--- config.mk ---
export PLATFORM = sky130hd
export DESIGN_NAME = pipeline_sequencer
export DESIGN_NICKNAME = d
export VERILOG_FILES = /design/src/rtl/vliw_pkg.sv /design/src/rtl/sat_counter.sv /design/src/rtl/pipeline_sequencer.sv
export SDC_FILE = /design/constraint.sdc
export NUM_CORES = 1
export LEC_CHECK = 0
export ABC_AREA = 0
export BUFFER_PORTS_ARGS = -buffer_cell sky130_fd_sc_hd__buf_2
export CORE_MARGIN = 2
export CORE_UTILIZATION = 34
export DETAILED_ROUTE_END_ITERATION = 6
export PLACE_DENSITY_LB_ADDON = 0.12
export REMOVE_ABC_BUFFERS = 1
export SKIP_CTS_REPAIR_TIMING = 1
export SYNTH_ARGS = -nofsm -noshare
export SYNTH_HDL_FRONTEND = slang
export SYNTH_SLANG_ARGS = --single-unit
--- constraint.sdc ---
create_clock -name clk -period 2.3 [get_ports clk]
set_input_delay 0.23 -clock clk [delete_from_list [all_inputs] [get_ports clk]]
set_output_delay 0.23 -clock clk [all_outputs]
set_load 0.01 [all_outputs]
--- src/rtl/vliw_pkg.sv ---
// Shared types and defaults for the pipeline sequencer: FSM state encoding,
// the bundle of pipeline-register controls and the canned control patterns.
package vliw_pkg;

   typedef enum logic [1:0] {
      RUN      = 2'd0,
      MEM_WAIT = 2'd1,
      HALTED   = 2'd2
   } pipe_state_t;

   localparam int MEM_TIMEOUT_DEFAULT = 255;
   localparam int CNT_W_DEFAULT       = 16;

   // Control bundle driven to the pipeline registers every cycle.
   typedef struct packed {
      logic pc_en;
      logic ifdc_en;
      logic ifdc_flush;
      logic dcex_en;
      logic dcex_flush;
      logic exmem_en;
      logic memwb_flush;
   } pipe_ctrl_t;

   // Bit order: pc_en, ifdc_en, ifdc_flush, dcex_en, dcex_flush, exmem_en, memwb_flush
   localparam pipe_ctrl_t CTRL_IDLE   = 7'b000_0000; // halted: everything frozen, nothing flushed
   localparam pipe_ctrl_t CTRL_NORMAL = 7'b110_1010; // free-running pipeline
   localparam pipe_ctrl_t CTRL_SQUASH = 7'b111_1110; // taken branch: NOP into IF/DC and DC/EX
   localparam pipe_ctrl_t CTRL_BUBBLE = 7'b000_1110; // load-use: hold front end, one bubble into EX
   localparam pipe_ctrl_t CTRL_FREEZE = 7'b000_0001; // memory stall: hold all, drain NOP into WB
   localparam pipe_ctrl_t CTRL_RESET  = 7'b001_0101; // reset: hold all, every flush asserted

endpackage

--- src/rtl/sat_counter.sv ---
// Saturating up-counter with synchronous active-low clear; sticks at all-ones.
module sat_counter #(
   parameter int W = 16
)(
   input  logic         clk,
   input  logic         i_clr_n,
   input  logic         i_inc,
   output logic [W-1:0] o_count
);

   logic [W-1:0] r_count;

   // Clear has priority; increment only while below the maximum value.
   always_ff @(posedge clk) begin
      if (!i_clr_n) begin
         r_count <= '0;
      end else if (i_inc && (r_count != {W{1'b1}})) begin
         r_count <= r_count + W'(1);
      end
   end

   assign o_count = r_count;

endmodule

--- src/rtl/pipeline_sequencer.sv ---
// Pipeline sequencer: turns hazard, branch, memory and halt requests into
// per-stage enable/flush controls, with a memory-wait watchdog and two
// saturating performance counters.
module pipeline_sequencer
   import vliw_pkg::*;
#(
   parameter int MEM_TIMEOUT = MEM_TIMEOUT_DEFAULT,
   parameter int CNT_W       = CNT_W_DEFAULT
)(
   input  logic             clk,
   input  logic             rst_n,
   input  logic             load_use_stall,
   input  logic             branch_taken,
   input  logic             mem_req_valid,
   input  logic             mem_ready,
   input  logic             halt_req,
   input  logic             resume,
   output logic             pc_en,
   output logic             ifdc_en,
   output logic             ifdc_flush,
   output logic             dcex_en,
   output logic             dcex_flush,
   output logic             exmem_en,
   output logic             memwb_flush,
   output logic             halted,
   output logic             mem_timeout,
   output logic [CNT_W-1:0] stall_cycles,
   output logic [CNT_W-1:0] squash_count
);

   localparam int WAIT_W = $clog2(MEM_TIMEOUT + 1);

   pipe_state_t       r_state;
   pipe_state_t       w_state_next;
   logic              r_squash_pending;
   logic              w_squash_pending_next;
   logic [WAIT_W-1:0] r_wait_cnt;
   logic [WAIT_W-1:0] w_wait_cnt_next;
   logic              r_mem_timeout;
   logic              w_timeout_set;
   logic              w_squash_inc;
   logic              w_stall_inc;
   logic              w_halted;
   pipe_ctrl_t        w_ctrl;

   // Next-state and control decode; outputs depend on state, flags and live inputs.
   always_comb begin
      w_state_next          = r_state;
      w_squash_pending_next = r_squash_pending;
      w_wait_cnt_next       = r_wait_cnt;
      w_timeout_set         = 1'b0;
      w_squash_inc          = 1'b0;
      w_halted              = 1'b0;
      w_ctrl                = CTRL_IDLE;

      if (!rst_n) begin
         w_ctrl = CTRL_RESET;
      end else begin
         case (r_state)
            RUN: begin
               if (mem_req_valid && !mem_ready) begin
                  // Memory stall wins; a branch seen now is replayed when the wait ends.
                  w_ctrl          = CTRL_FREEZE;
                  w_state_next    = MEM_WAIT;
                  w_wait_cnt_next = WAIT_W'(1);
                  if (branch_taken) begin
                     w_squash_pending_next = 1'b1;
                  end
               end else begin
                  if (branch_taken) begin
                     w_ctrl       = CTRL_SQUASH;
                     w_squash_inc = 1'b1;
                  end else if (load_use_stall) begin
                     w_ctrl = CTRL_BUBBLE;
                  end else begin
                     w_ctrl = CTRL_NORMAL;
                  end
                  if (halt_req) begin
                     w_state_next = HALTED;
                  end
               end
            end

            MEM_WAIT: begin
               if (!mem_ready) begin
                  w_ctrl = CTRL_FREEZE;
                  if (branch_taken) begin
                     w_squash_pending_next = 1'b1;
                  end
                  if (r_wait_cnt == WAIT_W'(MEM_TIMEOUT)) begin
                     // Watchdog expired: latch the fault and park the pipeline.
                     w_timeout_set         = 1'b1;
                     w_state_next          = HALTED;
                     w_wait_cnt_next       = '0;
                     w_squash_pending_next = 1'b0;
                  end else begin
                     w_wait_cnt_next = r_wait_cnt + WAIT_W'(1);
                  end
               end else begin
                  // Access completes; apply a live or deferred squash exactly once.
                  if (branch_taken || r_squash_pending) begin
                     w_ctrl       = CTRL_SQUASH;
                     w_squash_inc = 1'b1;
                  end else begin
                     w_ctrl = CTRL_NORMAL;
                  end
                  w_squash_pending_next = 1'b0;
                  w_wait_cnt_next       = '0;
                  w_state_next          = halt_req ? HALTED : RUN;
               end
            end

            HALTED: begin
               w_halted = 1'b1;
               if (resume && !r_mem_timeout) begin
                  w_state_next = RUN;
               end
            end

            default: begin
               w_state_next = RUN;
            end
         endcase
      end
   end

   assign w_stall_inc = rst_n && !w_ctrl.pc_en && (r_state != HALTED);

   // State, flags, wait counter and sticky fault; reset discards anything pending.
   always_ff @(posedge clk) begin
      if (!rst_n) begin
         r_state          <= RUN;
         r_squash_pending <= 1'b0;
         r_wait_cnt       <= '0;
         r_mem_timeout    <= 1'b0;
      end else begin
         r_state          <= w_state_next;
         r_squash_pending <= w_squash_pending_next;
         r_wait_cnt       <= w_wait_cnt_next;
         r_mem_timeout    <= r_mem_timeout | w_timeout_set;
      end
   end

   sat_counter #(
      .W (CNT_W)
   ) u_stall_cnt (
      .clk     (clk),
      .i_clr_n (rst_n),
      .i_inc   (w_stall_inc),
      .o_count (stall_cycles)
   );

   sat_counter #(
      .W (CNT_W)
   ) u_squash_cnt (
      .clk     (clk),
      .i_clr_n (rst_n),
      .i_inc   (w_squash_inc),
      .o_count (squash_count)
   );

   assign pc_en       = w_ctrl.pc_en;
   assign ifdc_en     = w_ctrl.ifdc_en;
   assign ifdc_flush  = w_ctrl.ifdc_flush;
   assign dcex_en     = w_ctrl.dcex_en;
   assign dcex_flush  = w_ctrl.dcex_flush;
   assign exmem_en    = w_ctrl.exmem_en;
   assign memwb_flush = w_ctrl.memwb_flush;
   assign halted      = w_halted;
   assign mem_timeout = r_mem_timeout;

endmodule
; ---- Word-level counts from Yosys, hierarchy flattened
; Index checks and enable logic that the tools add are counted.
[classes]
addsub = 3
n_eq_ne = 10
muxes = 35
n_bitwise = 1
reduce_logical = 14
[op_table]
columns = cell, count
row1 = $mux 7, 5
row2 = $add 16x1->16 const B, 2
row3 = $ne 16x16->1 const B, 2
row4 = $mux 8, 3
row5 = $pmux 8 s2, 1
row6 = $mux 1, 15
row7 = $pmux 7 s2, 1
row8 = $mux 2, 6
row9 = $add 8x1->8 const B, 1
row10 = $eq 8x8->1 const B, 1
row11 = $logic_and 1x1->1, 6
row12 = $ne 2x2->1 const B, 3
row13 = $ne 3x3->1 const B, 2
row14 = $pmux 2 s3, 1
row15 = $mux 5, 1
row16 = $pmux 1 s2, 2
row17 = $logic_not 1->1, 3
row18 = $reduce_and 3->1, 1
row19 = $eq 2x1->1 const B, 1
row20 = $eq 2x2->1 const B, 1
row21 = $logic_not 2->1, 1
row22 = $reduce_and 2->1, 1
row23 = $reduce_bool 2->1, 1
row24 = $logic_or 1x1->1, 1
row25 = $or 1x1->1, 1
[word_totals]
reg_bits = 44
out_inout_bits = 41
elab_cells = 69

; ---- Depth between registers and ports, before layout
[depth]
depth_word = 9
ltp_mapped = 7
ltp_nobuf = 6

; ---- Cells and area by module
; From an unflattened synthesis, not the netlist that was laid out.
[hier_totals]
cells_unflattened = 280
area_unflattened_um2 = 2404.8
[by_module_without_submodules]
columns = mod, instances, cells_each, area_per_inst_um2, seq_area_each_um2
row1 = sat_counter, 2, 97, 837.1, 320.3
row2 = pipeline_sequencer, 1, 86, 730.7, 240.2

; ---- Least setup slack after synthesis
; Ideal clock, no wire load.
[synth_timing]
path_type = register -> register
from = register u_stall_cnt.r_count[0] (netlist: u_stall_cnt.o_count[0])
to = register u_stall_cnt.r_count[1] (netlist: u_stall_cnt.o_count[1])
setup_time_ps = 128
arrival_time_ps = 1707
slack_ps = 465
path_stages_with_launch = 7
path_buffers = 0
synth_period_minus_slack_ps = 1835
path_cell_list = dfxtp_1 ha_1 nand2_1 or3_4 o211ai_4 mux2i_1 nor2_1
[synth_between]
elab_chain_cells = 2
word_cells_on_any_way = 3
classes_between = add/sub: 1 / eq/ne: 1 / reduce/logical: 1
[synth_lines]
columns = item, line
row1 = "start, declared", sat_counter.sv:11  ; logic [W-1:0] r_count;
row2 = "start signal, assigned", sat_counter.sv:18  ; r_count <= r_count + W'(1);
row3 = branches (longest 2 deep; another with $add 16x1->16), --
; Parallel ways; which one is timed is not known.
; A chain may end at the register's enable or synchronous reset.

; ---- Worst setup path after layout
[layout_timing]
from = register r_state[0]
to = output port ifdc_en
[layout_between]
elab_chain_cells = 3
word_cells_on_any_way = 4
classes_between = eq/ne: 1 / mux: 2 / reduce/logical: 1
[layout_lines]
columns = item, line
row1 = "start, declared", pipeline_sequencer.sv:33  ; pipe_state_t r_state;
row2 = "start signal, assigned", pipeline_sequencer.sv:137  ; r_state <= w_state_next;
row3 = $eq 2x1->1 / $logic_not 2->1 (equally long branches), pipeline_sequencer.sv:59  ; case (r_state)
row4 = $pmux 7 s2 *, pipeline_sequencer.sv:59
row5 = $mux 7 *, pipeline_sequencer.sv:56  ; if (!rst_n) begin
row6 = "end, declared", pipeline_sequencer.sv:19  ; output logic ifdc_en,
; Mark *: on every way between the ends. The rest lies on a longest branch, timed or not.

==> key figures <==
Route
  – DR WL/cell: around 14 um
  – 1st-iter DRT viols: 102
  – Via count: ~2,100
  – Drt total wl: about 5600 um
  – Final ANT Viol Nets: 0
  – Pre-antenna DRT Iters: 4
  – DRC viols: 0
  – Vias/cell: 5.30

Die
  – Initial Utilization: 0.348
  – Chip Width: a little under 90 um
  – Core area: between 0.006 and 0.007 mm^2
  – Row count: 30
  – # IOs: 49
  – Die Ht: 87.2 um
  – Die area: between 0.007 and 0.008 mm^2

Synth
  – Biggest area consumer among synthesized cells: dfxtp_1
  – Post-synthesis cell count: approximately 280
  – Synth warn: 0
  – Post-synthesis cell area: approximately 0.0024 mm^2
  – Share of the synthesized area in the top cell type: 0.374
  – Post-synth ARST share: 0
  – Seq/Total Area, Yosys: 0.374
  – Largest cells by area after synthesis: dfxtp_1 37%, mux2i_1 6.0%, nand2_1 5.4%
  – Cell variety after synth: 52
  – Register bit count reported by yosys: between 40 and 50
  – Post-synth top flop: dfxtp_1
  – Mean post-synth cell area: around 8.4 um^2
  – Post-synth EDFFs: 0

STA
  – Worst-margin pin slew: 0.528 ns
  – Fin. max-slew vios: 0
  – Clock skew: between 0.006 and 0.007 ns
  – Hold slack: 0.269 ns
  – Setup TNS: 0 ns
  – Setup Viol. Count Final: 0
  – RSZ-0062 raised after global routing: false
  – FMAX: roughly 0.48 GHz
  – Final Hold Viols: 0
  – Slew headroom: 0.646
  – Period Utilization, post-route: 0.915
  – Tmin final: 2.10 ns

Status
  – Status: completed

Power and ir drop
  – Pwr/cell area: between 500 and 600 mW/mm^2
  – VDD IR-drop max: about 210 uV
  – Power consumption: around 1.5 mW
  – Pleak: about 1.1 nW

Clock network
  – Clock buffer depth: 2
  – CTS H-Tree Depth: 2
  – Skew-Pair Late Insertion Delay: 0.30 ns
  – CTS tree: done
  – Num CTS Buffers: 5
  – Clock transition at the registers of the reported paths: around 0.090 ns
  – Root Buffer: clkbuf_8
  – CTS Sinks: 44

GRT
  – Pin count of the biggest net entering global routing: 21
  – Global route overflow: 0
  – Global Route Usage Sum: 0.153
  – First-pass GRT wire length: about 9300 um
  – Antenna violations before repair: 0
  – Vias in the first global route: about 1,900

Setup path
  – Reg-to-reg endpoint: u_stall_cnt.o_count[1]
  – Critical path startpoint: r_state[0]
  – Crit path to: ifdc_en
  – Reg2Reg Depth: 6
  – Required @ worst endpoint: between 2 and 2.5 ns
  – Startpoint types: register
  – CP endpoint kind: output port
  – R2r startpoint: u_stall_cnt.o_count[0]
  – CP Data Arrival Time: 1.87 ns
  – CP max FO: 10
  – Kind of critical path: reg -> out
  – Reg2reg setup slack: between 0.3 and 0.4 ns

Layout
  – Final #Nets: 335
  – Register Area: 881 um^2
  – Layout cells sized above 1: 0.222
  – Most frequent cells in the layout: 48 x buf_2, 44 x dfxtp_1, 34 x nand2_1
  – Area occupied by multi-input gates: between 0.001 and 0.0015 mm^2
  – Fill cell count: 724
  – Area Overhead vs Synth: 16.6%
  – Most common cell after layout, fill and taps aside: buf_2
  – Antenna diode count: 0

Place
  – I/O Buffers: between 40 and 50
  – Global placement routability congestion: about 0.86
  – Post-DP HPWL: 4130 um

Job
  – Max-cap violation count: 0

Worst hold path
  – Worst hold path type: in -> reg
  – Hold path startpoint: branch_taken
power by group:
part	leakage, nW	internal, mW	switching, mW	total [mW]
sequential	0.355	0.773	0.0136	0.787
combinational	0.736	0.0566	0.0989	0.156
clock	0.0510	0.240	0.269	0.509
total	1.14	1.07	0.382	1.45
layer usage:
layer,wire [um],track usage,vias to the layer above,share of wire
met5,0,0,-,0
met4,80,0.0448,0,0.014
met3,258,0.0360,7,0.046
met2,2440,0.235,38,0.43
met1,2840,0.214,1004,0.50
li1,-,-,1098,-
worst max-delay path: stages (launching register included):
cell and delay, ns:
dfxtp_1 0.40, o21bai_1 0.35, and2_1 0.25, a21boi_0 0.38
buf_2 0.21
flip-flops by register name, indices dropped and copies added (netlist names):
| register | count |
|---|---|
| mem_timeout | 1 |
| r_state | 2 |
| r_wait_cnt | 8 |
| u_stall_cnt.o_count | 16 |
| r_squash_pending | 1 |
| u_squash_cnt.o_count | 16 |
cell type report:
cell class              count  share of cell area
inverters                   6             0.00821
multi-input cells         215               0.502
clock buffers               6              0.0301
repair buffers             52              0.0985
clock inverters             2             0.00365
well taps                  80              0.0365
flip-flops and latches     44               0.321
cells by family after synthesis:
family | synth area share
buffers and inverters | 0.0399
multiplexers | 0.0596
flip-flops | 0.374
adder cells (fa/ha/maj) | 0.0160
XOR/XNOR | 0.0447
AO/OA/AOI/OAI | 0.154
AND/OR/NAND/NOR | 0.312
metrics by stage:
step | setup slack (ns) | area [um^2] | instances | utilization
finish | 0.195 | 2740 | 405 | 0.406
global route | 0.0453 | 2740 | 405 | 0.406
CTS | 0.192 | 2740 | 405 | 0.406
detailed placement | 0.384 | 2650 | 397 | 0.392
global placement | 0.419 | 2650 | 397 | 0.392
floorplan | 0.456 | 2280 | 265 | -
synthesized netlist by cell type, types with 7 or more instances:
library cell and n:
or4_1 8, nand4_1 9, and3_1 7, dfxtp_1 44
nor2_1 23, xor2_1 7, nand3_1 15, o21ai_0 7
o31ai_1 7, nand2b_1 10, nand2_1 34, a21oi_1 12
mux2i_1 14
worst min-delay path by stage:
stage	endpoint	slack [ns]	depth (start not counted)
finish	r_squash_pending	0.27	3
floorplan	u_squash_cnt.o_count[12]	0.36	1
CTS	r_squash_pending	0.26	3
detailed placement	u_squash_cnt.o_count[15]	0.48	2
global route	u_squash_cnt.o_count[1]	0.31	3
global placement	u_squash_cnt.o_count[15]	0.47	2
(Power assumes the default switching activity.)
